===== src/rtl/fp_mult_arbiter.sv =====
// Round-robin arbiter that time-shares one fixed-latency floating-point multiplier
// among NUM_REQ requesters, returning each product to the requester that issued it.
module fp_mult_arbiter #(
  parameter int unsigned WIDTH   = 32,
  parameter int unsigned NUM_REQ = 4,
  parameter int unsigned LATENCY = 8
) (
  input  logic                         i_clk,
  input  logic                         i_rst,
  input  logic [NUM_REQ-1:0]           i_req_valid,
  input  logic [NUM_REQ*WIDTH-1:0]     i_req_a,
  input  logic [NUM_REQ*WIDTH-1:0]     i_req_b,
  output logic [NUM_REQ-1:0]           o_req_ready,
  output logic [NUM_REQ-1:0]           o_resp_valid,
  output logic [WIDTH-1:0]             o_resp_data,
  input  logic [NUM_REQ-1:0]           i_resp_ready,
  output logic [WIDTH-1:0]             o_mul_a,
  output logic [WIDTH-1:0]             o_mul_b,
  input  logic [WIDTH-1:0]             i_mul_res,
  output logic [$clog2(NUM_REQ)-1:0]   o_grant_id,
  output logic                         o_busy
);

  localparam int unsigned IDW = $clog2(NUM_REQ);
  localparam int unsigned CW  = $clog2(LATENCY + 1);

  typedef enum logic [1:0] {
    ST_IDLE = 2'd0,
    ST_WAIT = 2'd1,
    ST_RESP = 2'd2
  } state_e;

  state_e             state_q, state_d;
  logic [IDW-1:0]     ptr_q, ptr_d;
  logic [IDW-1:0]     grant_q, grant_d;
  logic [CW-1:0]      cnt_q, cnt_d;
  logic [WIDTH-1:0]   mul_a_q, mul_a_d;
  logic [WIDTH-1:0]   mul_b_q, mul_b_d;
  logic [WIDTH-1:0]   resp_data_q, resp_data_d;
  logic               resp_valid_q, resp_valid_d;

  logic               win_found_c;
  logic [IDW-1:0]     win_c;
  logic [IDW-1:0]     cand_c;
  logic [NUM_REQ-1:0] req_ready_c;
  logic               hs_c;

  // Round-robin search: first valid requester at or above the pointer, wrapping.
  always_comb begin
    win_found_c = 1'b0;
    win_c       = ptr_q;
    cand_c      = '0;
    for (int unsigned i = 0; i < NUM_REQ; i++) begin
      cand_c = IDW'((32'(ptr_q) + i) % NUM_REQ);
      if (!win_found_c && i_req_valid[cand_c]) begin
        win_found_c = 1'b1;
        win_c       = cand_c;
      end
    end
  end

  // Next-state and output logic.
  always_comb begin
    state_d      = state_q;
    ptr_d        = ptr_q;
    grant_d      = grant_q;
    cnt_d        = cnt_q;
    mul_a_d      = mul_a_q;
    mul_b_d      = mul_b_q;
    resp_data_d  = resp_data_q;
    resp_valid_d = resp_valid_q;
    req_ready_c  = '0;
    hs_c         = 1'b0;

    unique case (state_q)
      ST_IDLE: begin
        if (win_found_c && !i_rst) begin
          req_ready_c[win_c] = 1'b1;
        end
        hs_c = i_req_valid[win_c] & req_ready_c[win_c];
        if (hs_c) begin
          mul_a_d = i_req_a[32'(win_c)*WIDTH +: WIDTH];
          mul_b_d = i_req_b[32'(win_c)*WIDTH +: WIDTH];
          grant_d = win_c;
          cnt_d   = CW'(LATENCY);
          state_d = ST_WAIT;
        end
      end
      ST_WAIT: begin
        cnt_d = cnt_q - CW'(1);
        if (cnt_q == CW'(1)) begin
          resp_data_d  = i_mul_res;
          resp_valid_d = 1'b1;
          state_d      = ST_RESP;
        end
      end
      ST_RESP: begin
        if (i_resp_ready[grant_q]) begin
          resp_valid_d = 1'b0;
          ptr_d        = (grant_q == IDW'(NUM_REQ - 1)) ? '0 : grant_q + IDW'(1);
          state_d      = ST_IDLE;
        end
      end
      default: begin
        state_d      = ST_IDLE;
        resp_valid_d = 1'b0;
      end
    endcase
  end

  always_ff @(posedge i_clk) begin
    if (i_rst) begin
      state_q      <= ST_IDLE;
      ptr_q        <= '0;
      grant_q      <= '0;
      cnt_q        <= '0;
      mul_a_q      <= '0;
      mul_b_q      <= '0;
      resp_data_q  <= '0;
      resp_valid_q <= 1'b0;
    end else begin
      state_q      <= state_d;
      ptr_q        <= ptr_d;
      grant_q      <= grant_d;
      cnt_q        <= cnt_d;
      mul_a_q      <= mul_a_d;
      mul_b_q      <= mul_b_d;
      resp_data_q  <= resp_data_d;
      resp_valid_q <= resp_valid_d;
    end
  end

  // Handshake flags are forced low while reset is held, even mid-transaction.
  always_comb begin
    o_resp_valid = '0;
    if (resp_valid_q && !i_rst) begin
      o_resp_valid[grant_q] = 1'b1;
    end
  end

  assign o_req_ready = req_ready_c;
  assign o_busy      = (state_q != ST_IDLE) && !i_rst;
  assign o_resp_data = resp_data_q;
  assign o_mul_a     = mul_a_q;
  assign o_mul_b     = mul_b_q;
  assign o_grant_id  = grant_q;

endmodule


===== config.mk =====
export PLATFORM = sky130hd
export DESIGN_NAME = fp_mult_arbiter
export DESIGN_NICKNAME = d
export VERILOG_FILES = /design/src/rtl/fp_mult_arbiter.sv
export SDC_FILE = /design/constraint.sdc
export NUM_CORES = 1
export LEC_CHECK = 0
export CORE_AREA = 4 4 154 156
export CTS_CLUSTER_SIZE = 12
export DETAILED_ROUTE_END_ITERATION = 16
export DIE_AREA = 0 0 158 160
export GPL_TIMING_DRIVEN = 0
export PLACE_DENSITY_LB_ADDON = 0.2
export SLEW_MARGIN = 10
export SYNTH_ARGS = -nofsm -noshare
export SYNTH_HDL_FRONTEND = slang
export SYNTH_SLANG_ARGS = --single-unit

===== constraint.sdc =====
create_clock -name i_clk -period 1.8 [get_ports i_clk]
set_input_delay 0.36 -clock i_clk [delete_from_list [all_inputs] [get_ports i_clk]]
set_output_delay 0.36 -clock i_clk [all_outputs]
set_load 0.02 [all_outputs]

### Word-level counts from Yosys, hierarchy flattened

Cells that the tools add are included.

| storage, ports and cells | value |
|---|---|
| bits in registers | 107 |
| input port bits | 298 |
| output and inout bits | 107 |
| word-level logic and storage cells | 92 |

| operators by class | value |
|---|---|
| $add $sub $neg | 5 |
| magnitude comparators | 8 |
| eq/ne operators | 7 |
| shifts and indexed selects | 2 |
| multiplexer cells | 39 |
| bitwise gates (word level) | 2 |
| reduce and logical (&&, ||, !) cells | 21 |

Operators by type and width:

| cell | count |
|---|---|
| 128-bit by 8-bit indexed part select with 32-bit output | 2 |
| 4-bit two-way mux | 5 |
| 2-bit by 3-bit < comparator with 1-bit output (second input constant) | 6 |
| 1-bit two-way mux | 15 |
| 1-bit binary-select mux with 2-bit select | 7 |
| 2-bit two-way mux | 7 |
| 1-bit logical AND | 8 |
| 4-bit one-hot mux with 2 select lines | 1 |
| 2-bit AND reduction | 4 |
| 2-bit != test (second input constant) | 3 |
| 2-bit one-hot mux with 3 select lines | 1 |
| 3-bit AND reduction | 2 |
| 2-bit by 1-bit adder with 2-bit output (second input constant) | 2 |
| 2-bit adder (second input constant) | 2 |
| 1-bit demux with 2-bit select | 2 |
| 2-bit == test (second input constant) | 2 |
| 4-bit by 1-bit == test with 1-bit output (second input constant) | 1 |
| 2-bit by 1-bit >= comparator with 1-bit output (second input constant) | 2 |
| 1-bit logical NOT | 4 |
| 2-bit nonzero test | 2 |
| 4-bit by 1-bit subtractor with 4-bit output (second input constant) | 1 |
| 1-bit one-hot mux with 3 select lines | 1 |
| 2-bit by 1-bit == test with 1-bit output (second input constant) | 1 |
| 2-bit logical NOT | 1 |
| other kinds (2) | 2 |

### Longest topological paths before layout

| logic depth | value |
|---|---|
| depth in word-level cells | 23 |
| depth in mapped cells | 8 |
| depth with buffers taken out | 6 |

### Worst setup path before layout

No wires, ideal clock.

| path | value |
|---|---|
| path type | reg-to-output |
| start | register ptr_q[1] |
| end | output o_req_ready[0] |
| arrival | 1.552 ns |
| required time | 1.440 ns |
| path slack | -0.112 ns |
| cell stages (with the launch flop) | 7 |
| path buffers | 2 |
| cell sequence | dfxtp_1 > buf_4 > nor4_1 > a22oi_1 > o21ai_2 > buf_2 > nor2b_1 |

| between the ends | value |
|---|---|
| word-level cells in the longest chain between the ends | 19 |
| elaborated cells on any way between the ends | 33 |
| those cells by class | add/sub: 3; order compare: 2; mux: 20; reduce/logical: 8 |

RTL lines:

| what | RTL line | RTL |
|---|---|---|
| start, declared | 34 | `logic [IDW-1:0] ptr_q, ptr_d;` |
| start signal, assigned | 123 | `ptr_q <= ptr_d;` |
| parallel branches: the longest is 16 deep, another holds 2-bit by 3-bit < comparator with 1-bit output | - |  |
| 4-bit two-way mux (*) | 77 | `if (win_found_c && !i_rst) begin` |
| 4-bit two-way mux (*) (2 in a row) | 75 | `unique case (state_q)` |
| end, declared | 13 | `output logic [NUM_REQ-1:0] o_req_ready,` |

Mark *: on every way between the ends. The select of a mux whose other input is x is not followed.

### Worst setup path in the final report

| path | value |
|---|---|
| start | register ptr_q[0] |
| end | output o_req_ready[1] |

The elaborated chain is that of the path after synthesis.

==> summary.txt <==
Detailed routing
  – Routed Antenna Nets: 0
  – DRC violations left: 0
  – Routed vias: 7166
  – Vias per cell: 5.01
  – Pre-Repair DR Iteration Count: 4
  – Routed wirelength normalized by instance count: 21.7 um
  – Final routed wirelength across all metal layers: 31.0 mm
  – Number of violations reported at the end of detailed-routing iteration 0: 362

Timing
  – Maximum operating frequency: 481 MHz
  – Tightest slew margin relative to the limit: 62.4%
  – Worst hold slack: roughly 330 ps
  – Total setup violations reported at the end of the flow: 55
  – Final setup margin: -278 ps
  – Count of final hold-check violations: 0
  – Minimum clock period: 2080 ps
  – Worst setup skew after layout: roughly 12 ps
  – Max Transition Viols Final: 0
  – TNS Setup: -5520 ps
  – Unrepaired setup endpoints after global routing: yes
  – Transition time at the pin with the least slew margin: 565 ps
  – Tcrit/Tclk final: 115%

Setup path
  – Worst setup SP type: register
  – Start-to-end type of the worst setup path: register to output pin
  – Setup slack, reg-to-reg: -190 ps
  – Maximum net fanout on the critical path: 5
  – Stages on worst setup path: 8
  – Sequence of cells on the critical path: buf_6 -> nor3b_2 -> o21ai_1 -> o211ai_1 -> buf_4 -> buf_6 -> nor2b_4 -> buf_6
  – Worst Path Arrival: 1720 ps
  – Worst setup EP type: output pin
  – Required time of the critical path: 1440 ps
  – Worst reg-to-reg path cell count: 10
  – Critical Path Start: ptr_q[0]$_SDFFE_PP0P_
  – Critical path buffer and inverter count: 4
  – Capturing point of the worst reg2reg path: o_mul_b[4]$_SDFFE_PP0P_
  – R2R Path Start: ptr_q[0]$_SDFFE_PP0P_
  – Worst setup path endpoint: o_req_ready[1]
  – Dominant cell type by count on the critical path: sky130_fd_sc_hd__buf_6
  – Maximum cell stage delay along the critical path: 340 ps
  – Cell with the largest stage delay on the worst path: sky130_fd_sc_hd__dfxtp_2
  – CP delay by family, top: buffers and inverters

Power
  – Proportion of power drawn by flip-flops and latches: between 30 and 40%
  – Leakage power: approximately 4.4 nW
  – Net load switching power: 0.00253 W
  – Relative contribution of the clock network to total power: 27.3%
  – Pwr dens: 663 mW/mm2
  – Combinational group share of total power: a little under two fifths
  – Fraction of power spent switching nets: 31.5%
  – Total internal power: 0.00551 W
  – Worst ir drop on vdd: 0.440 mV

Die
  – Vert. Die Dim: 160 um
  – Boundary pin count: about 400
  – Number of standard-cell rows in the floorplan: 55
  – Floorplan core area: 0.0224 mm2
  – Die outline area: 0.0253 mm2
  – Overall die width: 158 um
  – Initial Utilization: 26.5%

GRT
  – Global-route usage over all layers: 22.6%
  – First-pass GRT wire length: between 40 and 50 mm
  – Initial antenna violation count: 2
  – Global route total overflow: 0
  – Pin count of the biggest net entering global routing: 17
  – Vias in the first global route: 7213

Clock tree
  – Source-to-sink clock delay at the later pin of the worst-skew pair: about 360 ps
  – Number of buffers inserted during clock tree synthesis: 9
  – Number of levels in the clock H-tree: 3
  – Buffer cell driving the clock tree root: sky130_fd_sc_hd__clkbuf_16
  – Maximum buffer depth of the clock tree: 2
  – Reg clk slew, reported paths: 70 ps
  – CTS sink cnt: 107
  – Hold Buf Count CTS: 0
  – CTS tree: yes

Place
  – Global placer's final weighted congestion: 0.886
  – IO buf count: 402
  – Detailed Place HPWL: 23.3 mm
  – Post-Place Setup Slack: -1670 ps

Cells and area
  – Final standard cell utilization of the core: between 50% and 60%
  – Final net count: 1443
  – Area occupied by multi-input gates: around 0.0042 mm2
  – Fraction of layout cells with a size suffix above 1: 19.7%
  – Fill count: 2076
  – Register Area: 0.00216 mm2
  – Layout-stage area growth over the synthesis result: 105%

Hold path
  – Hold WC Path Type: primary input to register

Synth
  – Count of flip-flops with a built-in enable after synthesis: 0
  – Async set-reset flop share out of synthesis: 0%
  – Post-synthesis cell area: 0.00593 mm2
  – Syn nets: 994
  – Prevailing post-synth register cell: sky130_fd_sc_hd__dfxtp_1
  – Mapped Cells: 690
  – Sequential element share of the synthesized area: 36.1%
  – Number of distinct library cell variants in the gate-level netlist after synthesis: 48
  – Flip-flop and latch count after synthesis: 107
  – Synth warn: 0
  – Mean area per synthesized cell: roughly 8.6 um2

Status
  – Status: complete, but fails checks
  – Failing checks: setup timing

Flow run
  – Max-cap check violation count: 0
-- stage by stage --
stage                     cell area (um2)  cells  power, W
after floorplan                      5960    690   0.00392
after global placement              10300   1377   0.00539
after detailed placement            10300   1377   0.00540
after CTS                           11400   1413   0.00782
after global routing                12100   1431   0.00839
final                               12100   1431   0.00804
-- per-layer routing --
layer  up-vias  share of wire (%)  GRT usage (%)
met5         -                  0              0
met2       273                 50           39.4
met1      3366                 40           26.8
met4         0                2.4           6.79
li1       3485                  -              -
met3        42                7.6           6.42
-- area by class of cell --
| class | instances | area share [%] |
|---|---|---|
| buffer | 64 | 4.90 |
| multi-input combinational | 510 | 34.9 |
| antenna | 2 | 0.0412 |
| clock inverter | 4 | 0.618 |
| sequential | 107 | 17.8 |
| timing repair buffer | 440 | 36.7 |
| clock buffer | 12 | 1.95 |
| tap | 285 | 2.94 |
| inverter | 7 | 0.216 |
-- power by group through the flow --
| stage | clock (W) | combinational (W) | sequential [W] |
|---|---|---|---|
| after floorplan | 0 | 0.000848 | 0.00307 |
| after global placement | 0 | 0.00260 | 0.00279 |
| after detailed placement | 0 | 0.00260 | 0.00280 |
| after CTS | 0.00224 | 0.00284 | 0.00275 |
| after global routing | 0.00235 | 0.00326 | 0.00279 |
| final | 0.00220 | 0.00308 | 0.00276 |
-- cell families (layout without fill, tap and decap cells) --
family | Yosys count | in the layout | share of synthesized area (%)
AO/OA/AOI/OAI | 250 | 250 | 27.3
adder cells (fa/ha/maj) | 6 | 6 | 1.26
buffers and inverters | 73 | 527 | 7.02
flip-flops | 107 | 107 | 36.1
multiplexers | 68 | 68 | 11.8
other | 0 | 2 | 0
AND/OR/NAND/NOR | 186 | 186 | 16.6
-- worst min path at each step --
| stage | endpoint | start | depth (start not counted) |
|---|---|---|---|
| final | state_q[0]$_SDFFE_PP0P_ | i_rst | 2 |
| after global routing | state_q[0]$_SDFFE_PP0P_ | i_rst | 2 |
| after global placement | o_resp_data[24]$_SDFFE_PP0P_ | o_resp_data[24]$_SDFFE_PP0P_ | 2 |
| after CTS | o_resp_data[2]$_SDFFE_PP0P_ | i_rst | 2 |
| after detailed placement | o_resp_data[24]$_SDFFE_PP0P_ | o_resp_data[24]$_SDFFE_PP0P_ | 2 |
| after floorplan | resp_valid_q$_SDFFE_PP0P_ | resp_valid_q$_SDFFE_PP0P_ | 2 |
-- cells in the mapped netlist (2+ instances only) --
| library cell | n | area, um2 |
|---|---|---|
| sky130_fd_sc_hd__a21oi_1 | 41 | 205 |
| sky130_fd_sc_hd__a221oi_1 | 64 | 561 |
| sky130_fd_sc_hd__a22oi_1 | 2 | 15.0 |
| sky130_fd_sc_hd__and2_1 | 5 | 31.3 |
| sky130_fd_sc_hd__buf_2 | 26 | 130 |
| sky130_fd_sc_hd__buf_4 | 9 | 67.6 |
| sky130_fd_sc_hd__buf_6 | 10 | 113 |
| sky130_fd_sc_hd__clkbuf_1 | 19 | 71.3 |
| sky130_fd_sc_hd__dfxtp_1 | 107 | 2140 |
| sky130_fd_sc_hd__ha_1 | 6 | 75.1 |
| sky130_fd_sc_hd__inv_1 | 7 | 26.3 |
| sky130_fd_sc_hd__mux2i_1 | 65 | 651 |
| sky130_fd_sc_hd__nand2_1 | 68 | 255 |
| sky130_fd_sc_hd__nand2b_1 | 44 | 275 |
| sky130_fd_sc_hd__nand3_1 | 3 | 15.0 |
| sky130_fd_sc_hd__nand3b_1 | 2 | 15.0 |
| sky130_fd_sc_hd__nor2_1 | 19 | 71.3 |
| sky130_fd_sc_hd__nor2b_1 | 6 | 37.5 |
| sky130_fd_sc_hd__nor3_1 | 2 | 10.0 |
| sky130_fd_sc_hd__nor3b_1 | 4 | 30.0 |
| sky130_fd_sc_hd__o21ai_0 | 65 | 325 |
| sky130_fd_sc_hd__o21ai_1 | 3 | 15.0 |
| sky130_fd_sc_hd__o22ai_1 | 65 | 407 |
| sky130_fd_sc_hd__or2_0 | 19 | 119 |
| sky130_fd_sc_hd__or2_1 | 5 | 31.3 |
| sky130_fd_sc_hd__or3_1 | 2 | 12.5 |
-- state kept, by name, indices dropped and copies added, names as in the netlist --
| register | flops |
|---|---|
| resp_valid_q | 1 |
| ptr_q | 2 |
| o_mul_a | 32 |
| o_resp_data | 32 |
| o_grant_id | 2 |
| cnt_q | 4 |
| state_q | 2 |
| o_mul_b | 32 |
-- layout by cell type, fill, tap and decap left out, types with 3 or more instances in the layout --
master and count:
sky130_fd_sc_hd__nand2_1 67, sky130_fd_sc_hd__buf_6 20, sky130_fd_sc_hd__a221oi_1 14, sky130_fd_sc_hd__clkbuf_4 3
sky130_fd_sc_hd__a221oi_4 18, sky130_fd_sc_hd__o22ai_1 64, sky130_fd_sc_hd__nand2b_1 43, sky130_fd_sc_hd__nor2_1 19
sky130_fd_sc_hd__buf_4 35, sky130_fd_sc_hd__dfxtp_1 101, sky130_fd_sc_hd__ha_1 6, sky130_fd_sc_hd__clkdlybuf4s50_1 388
sky130_fd_sc_hd__clkbuf_1 12, sky130_fd_sc_hd__a221oi_2 32, sky130_fd_sc_hd__mux2i_1 52, sky130_fd_sc_hd__buf_2 13
sky130_fd_sc_hd__o21ai_2 14, sky130_fd_sc_hd__inv_1 7, sky130_fd_sc_hd__nor3b_2 3, sky130_fd_sc_hd__nor2b_4 3
sky130_fd_sc_hd__o21ai_1 15, sky130_fd_sc_hd__nand3_1 3, sky130_fd_sc_hd__or2_0 19, sky130_fd_sc_hd__or2_1 5
sky130_fd_sc_hd__clkdlybuf4s15_2 3, sky130_fd_sc_hd__a21oi_1 40, sky130_fd_sc_hd__dfxtp_4 4, sky130_fd_sc_hd__clkbuf_2 9
sky130_fd_sc_hd__o21ai_0 39, sky130_fd_sc_hd__buf_12 12, sky130_fd_sc_hd__and2_1 5, sky130_fd_sc_hd__clkbuf_16 16
sky130_fd_sc_hd__mux2i_4 12
-- timing repair --
item / in CTS / in global routing
setup endpoints to repair: 78 / 104
setup buffers: 21 / 8
gates resized for setup: 165 / 135
cloned: 1 / 8
pin swaps: 16 / 61
Power figures use the tool's default switching activity.
